$ cat src/rtl/toe_pkg.sv
// Shared types and helpers for the TOE receive-side arbiter.
package toe_pkg;

    typedef enum logic {
        IDLE = 1'b0,
        BUSY = 1'b1
    } arb_state_e;

    localparam int TOE_FRAME_CNT_W = 32;

    // LSB position of requester idx's beat inside a flattened beat bus.
    function automatic int beat_slice_lsb(input int idx, input int w);
        return idx * w;
    endfunction

endpackage

$ cat src/rtl/toe_rr_pick.sv
// Combinational rotate-priority picker: first set request at or above rr_ptr_i, with wrap.
module toe_rr_pick #(
    parameter int P_NUM_REQ = 4,
    parameter int P_IDX_W   = $clog2(P_NUM_REQ)
) (
    input  logic [P_NUM_REQ-1:0] req_i,
    input  logic [P_IDX_W-1:0]   rr_ptr_i,
    output logic                 any_o,
    output logic [P_IDX_W-1:0]   idx_o
);

    // Scan from the farthest offset down so the nearest hit is assigned last.
    always_comb begin
        any_o = 1'b0;
        idx_o = '0;
        for (int i = P_NUM_REQ - 1; i >= 0; i--) begin
            if (req_i[(int'(rr_ptr_i) + i) % P_NUM_REQ]) begin
                any_o = 1'b1;
                idx_o = P_IDX_W'((int'(rr_ptr_i) + i) % P_NUM_REQ);
            end
        end
    end

endmodule

$ cat src/rtl/toe_rx_arb.sv
// Frame-locked round-robin arbiter feeding the TOE ingress datapath from FWFT queues.
// Optional per-requester frame counters on o_frame_cnt when TOE_ARB_STATS_EN is defined.
module toe_rx_arb
    import toe_pkg::*;
#(
    parameter int P_DATA_WIDTH = 64,
    parameter int P_NUM_REQ    = 4,
    parameter int P_IDX_W      = $clog2(P_NUM_REQ)
) (
    input  logic                              clk,
    input  logic                              rst_n,
    input  logic [P_NUM_REQ-1:0]              i_valid,
    input  logic [P_NUM_REQ-1:0]              i_last,
    input  logic [P_NUM_REQ*P_DATA_WIDTH-1:0] i_data,
    output logic [P_NUM_REQ-1:0]              i_read,
    input  logic                              i_ready,
    output logic [P_DATA_WIDTH-1:0]           o_data,
    output logic                              o_en,
    output logic                              o_last,
    output logic [P_IDX_W-1:0]                o_gnt_id,
    output logic                              o_busy
`ifdef TOE_ARB_STATS_EN
    ,
    output logic [P_NUM_REQ*TOE_FRAME_CNT_W-1:0] o_frame_cnt
`endif
);

    arb_state_e                state_q;
    logic [P_IDX_W-1:0]        gnt_q;
    logic [P_IDX_W-1:0]        rr_ptr_q;
    logic [P_IDX_W-1:0]        rr_ptr_d;
    logic [P_DATA_WIDTH-1:0]   data_q;
    logic                      en_q;
    logic                      last_q;

    logic                      pick_any;
    logic [P_IDX_W-1:0]        pick_idx;
    logic                      xfer;
    logic                      xfer_last;
    int                        head_lsb;
    logic [P_DATA_WIDTH-1:0]   head_data;

    toe_rr_pick #(
        .P_NUM_REQ (P_NUM_REQ),
        .P_IDX_W   (P_IDX_W)
    ) u_pick (
        .req_i    (i_valid),
        .rr_ptr_i (rr_ptr_q),
        .any_o    (pick_any),
        .idx_o    (pick_idx)
    );

    // Pop is purely a function of registered grant plus live valid/ready.
    assign xfer      = (state_q == BUSY) & i_valid[gnt_q] & i_ready;
    assign xfer_last = xfer & i_last[gnt_q];
    assign rr_ptr_d  = (gnt_q == P_IDX_W'(P_NUM_REQ - 1)) ? '0 : gnt_q + P_IDX_W'(1);

    always_comb begin
        head_lsb  = beat_slice_lsb(int'(gnt_q), P_DATA_WIDTH);
        head_data = i_data[head_lsb +: P_DATA_WIDTH];
    end

    always_comb begin
        i_read        = '0;
        i_read[gnt_q] = xfer;
    end

    always_ff @(posedge clk or negedge rst_n) begin
        if (!rst_n) begin
            state_q  <= IDLE;
            gnt_q    <= '0;
            rr_ptr_q <= '0;
            data_q   <= '0;
            en_q     <= 1'b0;
            last_q   <= 1'b0;
        end else begin
            en_q   <= xfer;
            last_q <= xfer_last;
            if (xfer) data_q <= head_data;
            case (state_q)
                IDLE: if (pick_any) begin
                    gnt_q   <= pick_idx;
                    state_q <= BUSY;
                end
                BUSY: if (xfer_last) begin
                    rr_ptr_q <= rr_ptr_d;
                    state_q  <= IDLE;
                end
                default: state_q <= IDLE;
            endcase
        end
    end

    assign o_data   = data_q;
    assign o_en     = en_q;
    assign o_last   = last_q;
    assign o_gnt_id = gnt_q;
    assign o_busy   = (state_q == BUSY);

`ifdef TOE_ARB_STATS_EN
    logic [P_NUM_REQ-1:0][TOE_FRAME_CNT_W-1:0] frame_cnt_q;

    always_ff @(posedge clk or negedge rst_n) begin
        if (!rst_n) begin
            frame_cnt_q <= '0;
        end else if (xfer_last) begin
            frame_cnt_q[gnt_q] <= frame_cnt_q[gnt_q] + TOE_FRAME_CNT_W'(1);
        end
    end

    assign o_frame_cnt = frame_cnt_q;
`endif

endmodule

$ cat config.mk
export PLATFORM = sky130hd
export DESIGN_NAME = toe_rx_arb
export DESIGN_NICKNAME = d
export VERILOG_FILES = /design/src/rtl/toe_pkg.sv /design/src/rtl/toe_rr_pick.sv /design/src/rtl/toe_rx_arb.sv
export SDC_FILE = /design/constraint.sdc
export NUM_CORES = 1
export LEC_CHECK = 0
export BUFFER_PORTS_ARGS = -buffer_cell sky130_fd_sc_hd__buf_2
export CORE_AREA = 3 3 133 135
export DETAILED_ROUTE_END_ITERATION = 7
export DIE_AREA = 0 0 136 138
export PLACE_DENSITY = 0.7
export SLEW_MARGIN = 25
export SYNTH_ARGS = -nofsm -noshare
export SYNTH_HDL_FRONTEND = slang
export SYNTH_SLANG_ARGS = --single-unit
$ cat constraint.sdc
create_clock -name clk -period 1.7 [get_ports clk]
set_input_delay 0.17 -clock clk [delete_from_list [all_inputs] [get_ports clk]]
set_output_delay 0.17 -clock clk [all_outputs]
set_load 0.02 [all_outputs]
# After elaboration in Yosys (flattened, before gate mapping)
# Index checks and enable logic that the tools add are counted.
# word_totals
out_inout_bits	73
ff_bits	71
in_bits	267
# op_classes
eq_ne	1
bitwise	8
n_reduce_logical	6
shifts	1
muxes	29
magnitude_cmp	6
addsub	4
# op_table
op	n
variable part select 256 x 9 -> 64 bit	1
two-way mux 1 bit	16
binary-select mux 1 bit (select 2 bit)	6
< comparator 3 x 4 -> 1 bit, second input constant	3
two-way mux 2 bit	5
< comparator 2 x 3 -> 1 bit, second input constant	2
OR reduction 2 bit	3
adder 2 x 1 -> 2 bit, second input constant	2
adder 2 bit, second input constant	2
AND 4 bit	1
AND reduction 2 bit	2
AND 1 bit	3
AND 1 bit, first input constant	3
demux 1 bit (select 2 bit)	1
equality test 2 bit, second input constant	1
>= comparator 2 x 1 -> 1 bit, second input constant	1
case mux 1 bit (2 select lines)	1
logical AND 1 bit	1
inverter 1 bit	1

# Depth between registers and ports, before layout
# depth
depth_word	12
ltp_mapped	7
mapped_depth_nobuf	4

# Cells and area by module
# Synthesis repeated with hierarchy kept, for this count alone.
# unflattened
hier_cells	262
hier_area_um2	4398.0
# modules_own_cells
mod	area_each_um2	seq_area_each_um2	instances	cells_per_inst
toe_rx_arb	4320.4	1776.7	1	249
toe_rr_pick	77.6	0.0	1	13

# Worst setup path after synthesis
# Ideal clock, no wire load.
# synth_path
path_kind	register to register
from	reg gnt_q[0] (netlist: o_gnt_id[0])
to	reg data_q[10] (netlist: o_data[10])
n_path_buf	2
required_time_ps	1575
slack_ps	-152
arrival_ps	1728
stages_incl_launch_ff	5
cell_sequence	dfrtp_1 > buf_6 > buf_2 > mux4_2 > mux2_2
# synth_between
elab_chain_len	4
word_cells_on_any_way	5
cone_classes	1 x shift; 2 x mux; 2 x bitwise
# synth_rtl
item	line_no	source
start, declared	toe_rx_arb.sv:29	logic [P_IDX_W-1:0] gnt_q;
start signal, assigned	toe_rx_arb.sv:82	gnt_q <= pick_idx;
branches (longest 4 deep; another with variable part select 256 x 9 -> 64 bit)	n/a	
end signal, assigned	toe_rx_arb.sv:79	if (xfer) data_q <= head_data;
end, declared	toe_rx_arb.sv:32	logic [P_DATA_WIDTH-1:0] data_q;
# Several ways; the timed one is not identified. The select of a mux whose other input is x is not followed.
# A chain may end at the register's enable or synchronous reset.

# Worst setup path after layout
# layout_path
from	reg gnt_q[0] (netlist: o_gnt_id[0])
to	out i_read[3]
# layout_between
elab_chain_len	5
word_cells_on_any_way	10
cone_classes	2 x order compare; 4 x mux; 3 x bitwise; 1 x reduce/logical
# layout_rtl
item	line_no	source
< comparator 2 x 3 -> 1 bit (not written as such) (tied with other cells)	toe_rx_arb.sv:65	i_read[gnt_q] = xfer;
logical AND 1 bit (not written as such) or two-way mux 1 bit (tied branches)	toe_rx_arb.sv:65, toe_rx_arb.sv:54	
two-way mux 1 bit (not written as such) or AND 1 bit (tied branches)	toe_rx_arb.sv:65, toe_rx_arb.sv:54	
demux 1 bit (select 2 bit) or AND 1 bit (tied branches)	toe_rx_arb.sv:65, toe_rx_arb.sv:54	
AND 4 bit (no source line) (*)	n/a	
end, declared	toe_rx_arb.sv:15	output logic [P_NUM_REQ-1:0] i_read,
# Every way passes the cells marked *; elsewhere a longest branch is shown, timed or not. The select of a mux whose other input is x is not followed.

==> impl_metrics.json <==
{
  "crit_required_ps": 1530,
  "synthCells": 262,
  "netlist_area_mm2": 0.00453,
  "setup_violations": 70,
  "fin_skew_ps": 5.53,
  "numCtsBuffers": 9,
  "synth_cell_types": 27,
  "syn_nets": 533,
  "hold_viol_final": 0,
  "clockBufferDepth": 2,
  "antenna_found_initial": 0,
  "p_comb_frac": 0.616,
  "ios": 340,
  "syn_avg_cell_area_um2": 17.3,
  "seqCellArea_mm2": 0.00178,
  "synthSimpleGateAreaFrac": 0.0166,
  "violations": "negative setup slack",
  "synthXorXnorAreaFrac": 0,
  "yosys_warnings": 0,
  "p_switching_uw": 4670,
  "intPower_uw": 8020,
  "htree_num_levels": 3,
  "wire_per_inst_um": 18.7,
  "rsz0062_at_grt": "true",
  "min-delay-start": "i_valid[3]",
  "powerDensity_mw_per_mm2": 1750,
  "ant_nets": 0,
  "route.met2.wl_um": 8310,
  "fin_crit_ps": 1850,
  "track_usage": 0.159,
  "worstSetupEndpointType": "primary output",
  "grt_overflow_total": 0,
  "drc": 0,
  "hpwl_um": 11600,
  "avgViaCountPerCell": 4.78,
  "clk_pin_slew_ps": 50,
  "routed_wl_um": 15800,
  "drive_above_1_share": 0.832,
  "synth_compound_area_frac": 0.0177,
  "coreArea_mm2": 0.0166,
  "clock_sinks": 71,
  "nNetsFinal": 893,
  "worst_pin_slew_ps": 690,
  "synthMuxAreaShare": 0.517,
  "synth_top_area_frac": 0.392,
  "routed-wl-met3_um": 1120,
  "min_path_type": "in2reg",
  "portBuffers": 339,
  "leakage_uw": 0.00347,
  "synth_top_family_by_area": "multiplexers",
  "root_buffer": "clkbuf_16",
  "die_width_um": 136,
  "dr.max_layer_used": "met4",
  "die_y_um": 138,
  "rr_startpoint": "o_gnt_id[0]",
  "layout_setup_ws_ps": -150,
  "multi_input_area_mm2": 0.00259,
  "fillers": 1578,
  "firstDrtPassIters": 4,
  "rrSetupSlack_ps": -150,
  "ir_worst_vdd_mv": 0.827,
  "gp_congestion": 0.845,
  "synth_top_cell_by_area": "dfrtp_1",
  "synth_fa_ha_area_frac": 0.0111,
  "area_growth_pct": 59.9,
  "whs_ps": 199,
  "start_kind": "flip-flop",
  "grt_pass1_vias": 4210,
  "ys_seq_area_frac": 0.392,
  "tritoncts": "built",
  "worstSetupStartpoint": "o_gnt_id[0]",
  "grt_pass1_wl_um": 22800,
  "grt_max_degree": 37,
  "die-area_mm2": 0.0188,
  "slew_headroom": 0.536,
  "seq_power_share": 0.243,
  "status": "complete, but fails checks",
  "vias": 4048,
  "max-cap-violations": 0,
  "dp.cells": 809,
  "clockPowerShare": 0.141,
  "final_cells": 846,
  "num_rows": 47,
  "synth_seq_cells": 71,
  "n_antenna_cell": 0,
  "initial_core_util": 0.273,
  "wl_met1_um": 6180,
  "synth_area_leaders": "dfrtp_1 (39%), mux4_2 (32%), mux2_4 (10%)",
  "cp_max_fo": 6,
  "critical_path_class": "reg2out",
  "worstPathArrival_ps": 1680,
  "max_freq_mhz": 541,
  "drt-initial-drc-count": 148,
  "post-route-period-util": 1.09,
  "report.final.slew_viol_count": 0,
  "p_sw_frac": 0.368,
  "clk_latency_ps": 330
}
area by class of cell:
| class | count | share of cell area |
|---|---|---|
| clock buffers | 10 | 0.0316 |
| clock inverters | 5 | 0.00691 |
| inverters | 5 | 0.00259 |
| multi-input cells | 163 | 0.358 |
| flip-flops and latches | 71 | 0.246 |
| well taps | 220 | 0.0380 |
| repair buffers | 372 | 0.317 |
worst max-delay path, cell delays in order (launching register included):
cell and delay [ps]:
dfrtp_4 540, mux2i_2 250, o22ai_4 110, buf_12 140, and2_1 150, buf_4 150
power by group through the flow:
stage	logic [uW]	registers [uW]	clock network, uW
finish	7820	3090	1790
CTS	7560	3080	1870
detailed placement	6790	3090	0
floorplan	3940	4060	0
global placement	6680	3080	0
global route	8330	3190	1960
sequential cells by signal (all words and copies together) (netlist names):
signal	cells
o_data	64
o_gnt_id	2
rr_ptr_q	2
o_busy	1
o_en	1
o_last	1
synthesized netlist by cell type (all sizes together):
cell type  number
clkbuf          3
mux2           65
a21boi          1
and2            5
nor2            2
nand3           2
ha              4
buf            20
o22ai           2
nor4            1
mux4           65
o41ai           1
a21oi           3
nor2b           1
o21ai           6
dfrtp          71
nand2           1
nand3b          1
mux2i           3
inv             5
logic make-up (layout without fill, tap and decap cells):
kind of cell               Yosys count  in the layout
and+or+nand+nor                     13             13
DFF                                 71             71
AOI/OAI and AO/OA                   13             13
buffers and inverters               28            392
muxes                              133            133
adders and majority gates            4              4
metal layers:
metal / up-vias / global-route usage
met2: 197 / 0.280
met4: 0 / 0.0382
li1: 1789 / -
met3: 12 / 0.0422
met5: - / 0
met1: 2050 / 0.192
final timing paths:
| kind | to | depth (start not counted) |
|---|---|---|
| worst max register to register | o_data[32] | 5 |
| max in group asynchronous | o_data[2] | 3 |
| worst max-delay path | i_read[3] | 5 |
| min in group asynchronous | o_data[36] | 2 |
| worst min-delay path | o_gnt_id[0] | 3 |
| worst min register to register | o_data[0] | 1 |
metrics by stage:
stage | worst slack, ps | total power, uW | area [um2] | util | setup TNS (ps)
finish | -150 | 12700 | 7240 | 0.437 | -7570
global route | -210 | 13500 | 7240 | 0.437 | -11120
CTS | -156 | 12500 | 7070 | 0.426 | -8260
detailed placement | -66.8 | 9880 | 6500 | 0.392 | -2060
global placement | -41.4 | 9760 | 6500 | 0.392 | -1070
floorplan | -39.8 | 8010 | 4540 | - | -1420
timing repair:
item | 4_1_cts | 5_1_grt
endpoints found under the hold margin | 30 | 0
pin swaps | 1 | 0
endpoints found under the setup margin | 66 | 72
hold buffers | 1 | 0
resized for setup | 21 | 7
cloned | 6 | 5
setup buffers | 7 | 4
placed cells by master (no fill, tap or decap), types with 2 or more instances in the layout:
cell type | Yosys | layout
buf_6 | 1 | 2
and2_1 | 4 | 4
clkbuf_16 | 0 | 14
clkinv_2 | 0 | 4
mux2_4 | 30 | 35
ha_1 | 4 | 4
mux4_2 | 65 | 65
nand3_1 | 2 | 2
buf_16 | 0 | 6
o21ai_0 | 6 | 5
buf_2 | 11 | 334
nor2_1 | 2 | 2
buf_4 | 4 | 15
mux2_2 | 34 | 29
buf_12 | 4 | 7
inv_1 | 5 | 5
dfrtp_1 | 71 | 69
a21oi_1 | 3 | 2
Note: power is estimated with default switching activity, not from simulation.
